$ cat src/rtl/deserializer_fsm.sv
// deserializer_fsm: LSB-first serial-to-parallel word assembler with valid/ready output and gap watchdog.
// Build option: define DESER_PARITY_EN to append an even-parity bit per word and expose o_parity_err.
module deserializer_fsm #(
    parameter int LENGTH  = 24,
    parameter int TIMEOUT = 64
) (
    input  logic              i_clk,
    input  logic              i_rst,
    input  logic              i_en,
    input  logic              i_din,
    input  logic              i_din_valid,
    output logic              o_ready,
    output logic [LENGTH-1:0] ov_dout,
    output logic              o_dout_valid,
    input  logic              i_ready,
`ifdef DESER_PARITY_EN
    output logic              o_parity_err,
`endif
    output logic              o_frame_err
);

    localparam int CNT_W = $clog2(LENGTH + 1);
    localparam int GAP_W = (TIMEOUT > 0) ? $clog2(TIMEOUT + 1) : 1;

`ifdef DESER_PARITY_EN
    typedef enum logic [1:0] {
        S_IDLE    = 2'd0,
        S_COLLECT = 2'd1,
        S_HOLD    = 2'd2,
        S_PARITY  = 2'd3
    } state_t;
`else
    typedef enum logic [1:0] {
        S_IDLE    = 2'd0,
        S_COLLECT = 2'd1,
        S_HOLD    = 2'd2
    } state_t;
`endif

    state_t              r_state;
    logic [LENGTH-1:0]   r_shift;
    logic [CNT_W-1:0]    r_bit_cnt;
    logic [GAP_W-1:0]    r_gap;

    logic                w_accept;
    logic [LENGTH-1:0]   w_word;
    logic                w_last;
    logic                w_held;
    logic                w_timeout;
    logic [GAP_W-1:0]    w_gap_next;

    // Accept/shift/watchdog decode shared by every state
    always_comb begin
        w_accept = i_en & i_din_valid & o_ready;
        w_word   = {i_din, r_shift[LENGTH-1:1]};
        w_last   = (r_bit_cnt == CNT_W'(LENGTH - 1));
        case (r_state)
            S_COLLECT: w_held = (r_bit_cnt != CNT_W'(0));
`ifdef DESER_PARITY_EN
            S_PARITY:  w_held = 1'b1;
`endif
            default:   w_held = 1'b0;
        endcase
        // Gap only counts while a partial word is at risk; it is cleared on timeout so it never wraps
        if ((TIMEOUT > 0) && w_held && !w_accept) begin
            w_gap_next = r_gap + GAP_W'(1);
            w_timeout  = (r_gap == GAP_W'(TIMEOUT - 1));
        end else begin
            w_gap_next = GAP_W'(0);
            w_timeout  = 1'b0;
        end
    end

    // Main FSM with registered outputs
    always_ff @(posedge i_clk or posedge i_rst) begin
        if (i_rst) begin
            r_state      <= S_IDLE;
            r_shift      <= '0;
            r_bit_cnt    <= CNT_W'(0);
            r_gap        <= GAP_W'(0);
            o_ready      <= 1'b0;
            ov_dout      <= '0;
            o_dout_valid <= 1'b0;
            o_frame_err  <= 1'b0;
`ifdef DESER_PARITY_EN
            o_parity_err <= 1'b0;
`endif
        end else if (i_en) begin
            o_frame_err <= 1'b0;
            r_gap       <= w_gap_next;
            case (r_state)
                S_IDLE: begin
                    o_ready <= 1'b1;
                    r_state <= S_COLLECT;
                end
                S_COLLECT: begin
                    if (w_accept) begin
                        r_shift <= w_word;
                        if (w_last) begin
                            ov_dout   <= w_word;
                            r_bit_cnt <= CNT_W'(0);
`ifdef DESER_PARITY_EN
                            r_state   <= S_PARITY;
`else
                            o_dout_valid <= 1'b1;
                            o_ready      <= 1'b0;
                            r_state      <= S_HOLD;
`endif
                        end else begin
                            r_bit_cnt <= r_bit_cnt + CNT_W'(1);
                        end
                    end else if (w_timeout) begin
                        r_shift     <= '0;
                        r_bit_cnt   <= CNT_W'(0);
                        r_gap       <= GAP_W'(0);
                        o_frame_err <= 1'b1;
                    end
                end
`ifdef DESER_PARITY_EN
                S_PARITY: begin
                    // ov_dout already carries the data bits loaded on entry
                    if (w_accept) begin
                        o_parity_err <= (^ov_dout) ^ i_din;
                        o_dout_valid <= 1'b1;
                        o_ready      <= 1'b0;
                        r_state      <= S_HOLD;
                    end else if (w_timeout) begin
                        r_shift     <= '0;
                        r_bit_cnt   <= CNT_W'(0);
                        r_gap       <= GAP_W'(0);
                        o_frame_err <= 1'b1;
                        r_state     <= S_COLLECT;
                    end
                end
`endif
                S_HOLD: begin
                    if (i_ready) begin
                        o_dout_valid <= 1'b0;
                        o_ready      <= 1'b1;
                        r_state      <= S_COLLECT;
`ifdef DESER_PARITY_EN
                        o_parity_err <= 1'b0;
`endif
                    end
                end
                default: begin
                    o_ready      <= 1'b0;
                    o_dout_valid <= 1'b0;
                    r_state      <= S_IDLE;
                end
            endcase
        end
    end

endmodule
$ cat config.mk
export PLATFORM = sky130hd
export DESIGN_NAME = deserializer_fsm
export DESIGN_NICKNAME = d
export VERILOG_FILES = /design/src/rtl/deserializer_fsm.sv
export SDC_FILE = /design/constraint.sdc
export NUM_CORES = 1
export LEC_CHECK = 0
export ABC_AREA = 1
export CAP_MARGIN = 20
export CORE_ASPECT_RATIO = 0.8
export CORE_MARGIN = 5
export CORE_UTILIZATION = 30
export CTS_CLUSTER_DIAMETER = 50
export DETAILED_ROUTE_END_ITERATION = 7
export MAX_ROUTING_LAYER = met4
export REMOVE_ABC_BUFFERS = 1
export SLEW_MARGIN = 30
export SYNTH_ARGS = -nofsm -noshare
export SYNTH_HDL_FRONTEND = slang
export SYNTH_SLANG_ARGS = --single-unit
$ cat constraint.sdc
create_clock -name i_clk -period 2.05 [get_ports i_clk]
set_clock_uncertainty 0.1 [all_clocks]
set_input_delay 0.3075 -clock i_clk [delete_from_list [all_inputs] [get_ports i_clk]]
set_output_delay 0.3075 -clock i_clk [all_outputs]
set_load 0.05 [all_outputs]
[Yosys cells after proc, flatten, opt, wreduce, memory -nomap -nowiden]
Cells that the tools add are included.
Operators by class
  add/subtract/negate cells: 2
  multipliers: 0
  div/mod/pow operators: 0
  magnitude comparators: 0
  eq/ne operators: 7
  shift operators: 0
  mux-type cells: 26
  bitwise logic cells: 3
  reduce and logical (&&, ||, !) cells: 9
Operator list (count)
  2-to-1 mux 24 bit: 2
  2-to-1 mux 7 bit: 4
  2-to-1 mux 5 bit: 3
  2-to-1 mux 1 bit: 11
  AND reduction 4 bit: 2
  adder 7 x 1 -> 7 bit (second input constant): 1
  equality test 7 x 6 -> 1 bit (second input constant): 1
  2-to-1 mux 2 bit: 3
  inequality test 2 bit (second input constant): 3
  case mux 1 bit (3 select lines): 2
  case mux 2 bit (3 select lines): 1
  adder 5 x 1 -> 5 bit (second input constant): 1
  equality test 5 bit (second input constant): 1
  AND reduction 5 bit: 1
  nonzero test 5 bit: 1
  AND reduction 3 bit: 1
  AND 1 bit: 2
  equality test 2 x 1 -> 1 bit (second input constant): 1
  equality test 2 bit (second input constant): 1
  logical NOT 2 bit: 1
  nonzero test 2 bit: 1
  logical AND 1 bit: 1
  logical NOT 1 bit: 1
  inverter 1 bit: 1
Storage, ports and cells
  bits in registers: 65
  latch bits: 0
  bits in writable memories: 0
  memory bits (read-only): 0
  bits of input ports: 6
  output and inout port bits: 27
  word-level logic and storage cells: 55
  memories kept: 0

[Depth between registers and ports, before layout]
  word-level depth: 8
  gate-level depth with buffers: 11

[Worst setup path after synthesis]
Ideal clock, no wire load.
  path kind: reg-to-reg
  start point: reg o_ready
  end point: reg r_bit_cnt[2]
  setup time: 117 ps
  arrival: 1403 ps
  path slack: 430 ps
  cell stages (with the launch flop): 8
  path buffers: 1
  cell sequence: dfrtp_1 -> nand3_2 -> inv_2 -> o21bai_4 -> nand2_4 -> buf_6 -> nand2_1 -> nand2_1
On the way
  cells in the longest elaborated chain, start to end: 6
  elaborated cells on any way between the ends: 7
Ends and longest elaborated chain
  from (decl): line 12  | output logic o_ready,
  from (signal assigned): line 81  | o_ready <= 1'b0;
  from (signal assigned): line 93  | o_ready <= 1'b1;
  from (signal assigned): line 106  | o_ready <= 1'b0;
  AND 1 bit (*): line 54  | w_accept = i_en & i_din_valid & o_ready;
  logical NOT 1 bit: line 65  | if ((TIMEOUT > 0) && w_held && !w_accept) begin
  logical AND 1 bit: line 65
  2-to-1 mux 1 bit: line 65
  nonzero test 2 bit (no source line)
  AND reduction 3 bit (no source line)
  to (signal assigned): line 110  | r_bit_cnt <= r_bit_cnt + CNT_W'(1);
  to (decl): line 42  | logic [CNT_W-1:0] r_bit_cnt;
Mark *: on every way between the ends. The rest lies on a longest branch, timed or not.
A chain may end at the register's enable or synchronous reset.

[Worst setup path in the final report]
  start point: reg o_ready
  end point: out o_ready
No word-level cell between the ends.

==> run metrics <==
via/cell ratio=roughly 4.6; Yosys top cell area share=0.555; DRC=0; R2R Path Start=r_gap[0]; fillers=roughly 990; clk slew on worst S/H paths=roughly 0.050 ns; Layout area overhead=26.6%; Initial Util=0.303; synthesized flop and latch total=64; PD cells=roughly 900 nW/um^2; max-cap violations=0; root buf cell=clkbuf_16; Hold WS=about 0.11 ns; Buffers on Ports=32; storage element area=around 1600 um^2; # hold bufs at CTS=0; Overflow after GRT=0; Placed Area=3370 um^2; number of library cell types mapped by synthesis=25; commonest non-fill, non-tap cell in the layout=nand2_1; WL/cell=approximately 12 um; # diodes=0; Hold/Removal Path Class=primary input to asynchronous set/reset pin; WP buf/inv=1; Final Setup Violations=0; number of warning messages in the yosys log=0; Total Wirelength=a little over 6 mm; met1 Usage GRT=0.147; largest area contributor in the netlist=dfrtp_1; drt first pass iters=4; Most Used Layer, Global Route=met2; crit-path max FO=3; H-Tree Depth=3; outcome=finished, final reports clean; Skew-Pair Late Insertion Delay=0.32 ns; commonest non-fill, non-tap cells in the layout=104 x nand2_1, 64 x dfrtp_1, 40 x inv_1, 32 x clkdlybuf4s50_1, 29 x nand4_1; Req. time, crit path=between 1.5 and 2 ns; sequential share of the synthesized area=0.555; HPWL after DPL=4.12 mm; RSZ-0062 raised after global routing=no; row cnt=32; chip height=between 90 and 100 um; Max Freq=513 MHz; Worst-Margin Slew=between 0.5 and 0.6 ns; CP Cell Sequence=clkdlybuf4s50_1; Final ANT Viol Nets=0; post-layout util=0.384; post-CTS setup buffer count=0; GR Util All Layers=0.116; CTS tree=yes; Placer Congestion=roughly 0.85; PostCTS Resize Cnt=0; Overall Power=between 3 and 4 mW; Tmin final=around 1.9 ns; layout cells sized above 1=0.111; Final Instance Area=3660 um^2; global-route wire length before repair=between 10 and 15 mm; Top Ports=33; Num CTS Buffers=9; largest net degree at the start of global routing=41; worst flop-to-flop path endpoint=r_shift[3]; DIE AREA=between 10000 and 15000 um^2; GR met2 Demand/Resource=0.175; CTS max path bufs=2; crit path max-delay cell type=clkdlybuf4s50_1; Die W=120 um; Setup crit start kind=flop; Multi-input gate area=between 1000 and 1500 um^2; crit share post-route=0.950; delay-heaviest family, CP=buffers and inverters; syn_area_per_cell=about 8.6 um^2; vias after detailed routing=around 2300; Final #Nets=about 380; initial antenna violation count=0; final-report hold violation count=0; crit end category=primary output; clock sink total=64; CORE AREA=9530 um^2; CP peak stage delay=roughly 0.83 ns; slew margin rel.=0.657; Reg2Reg Setup Slack=~0.21 ns; LEAKAGE=1.73 nW; Max rail drop VDD=approximately 0.53 mV; R2R depth=8; met3 Usage GRT=0.0359; WS Path Type=flop to primary output; max-slew violation count=0; synthesized area=about 2900 um^2; vias in the first global route=around 2300; crit path DAT=1.54 ns; largest cells by area after synthesis=dfrtp_1 55%, nand2_1 14%, nand4_1 6.3%, inv_1 5.3%, o21ai_1 4.2%; initial drt markers=between 150 and 200; Mapped Cells=roughly 340
[layout make-up]
class / count / share of cell area
clock buffer: 10 / 0.0654
clock inverter: 6 / 0.0116
inverter: 43 / 0.0441
multi-input combinational: 213 / 0.287
sequential: 64 / 0.438
tap: 119 / 0.0407
timing repair buffer: 41 / 0.113
[synth_stat cells]
library cell and n:
inv_2 2, o21bai_4 1, nor2_4 3, nor3b_1 1
xor2_1 1, nor2_2 1, o21ai_0 7, dfrtp_1 64
nand2_4 1, nand3_2 1, nand2_1 104, o21ai_1 24
nand4_1 29, buf_2 7, o2111ai_1 1, nor2_1 14
clkbuf_1 6, o31ai_1 1, nand3_1 11, ha_1 3
buf_6 2, nand2_2 6, nand3b_1 1, a21oi_1 3
inv_1 41
[state kept, by name, indices dropped and copies added, names as in the netlist]
signal        count
o_frame_err       1
r_state           2
r_gap             7
ov_dout          24
r_bit_cnt         5
o_dout_valid      1
o_ready           1
r_shift          23
[power breakdown]
group	internal, mW	switching (mW)
sequential	1.31	0.0493
combinational	0.132	0.340
clock	0.852	0.558
[kinds of logic (layout without fill, tap and decap cells)]
group	count (synthesis)	after routing	synth area share
AND/OR/NAND/NOR	172	172	0.275
flip-flops	64	64	0.555
buffers and inverters	58	100	0.0836
AO/OA/AOI/OAI	37	37	0.0711
adder cells (fa/ha/maj)	3	3	0.0130
XOR/XNOR	1	1	0.00303
[stage by stage]
| step | setup TNS (ns) | setup slack (ns) | instances |
|---|---|---|---|
| 3_5_place_dp | 0 | 0.145 | 480 |
| 2_1_floorplan | -12.05 | -0.471 | 320 |
| 6_report | 0 | 0.102 | 496 |
| 4_1_cts | 0 | 0.0801 | 496 |
| 3_3_place_gp | 0 | 0.226 | 480 |
| 5_1_grt | 0 | 0.0453 | 496 |
[how the worst max path moves through the flow]
| stage | from | to | depth (start not counted) |
|---|---|---|---|
| floorplan | o_ready | ov_dout[0] | 5 |
| global placement | i_en | r_shift[16] | 7 |
| detailed placement | i_en | r_shift[14] | 7 |
| CTS | o_ready | o_ready | 1 |
| global route | r_gap[0] | r_shift[17] | 8 |
| finish | o_ready | o_ready | 1 |
[per-layer routing]
metal	vias to the layer above	routed length, um
met2	42	2730
met4	0	79
met1	1075	3050
li1	1164	-
met5	-	0
met3	9	227
No activity file was read; power rests on OpenSTA's default activity.
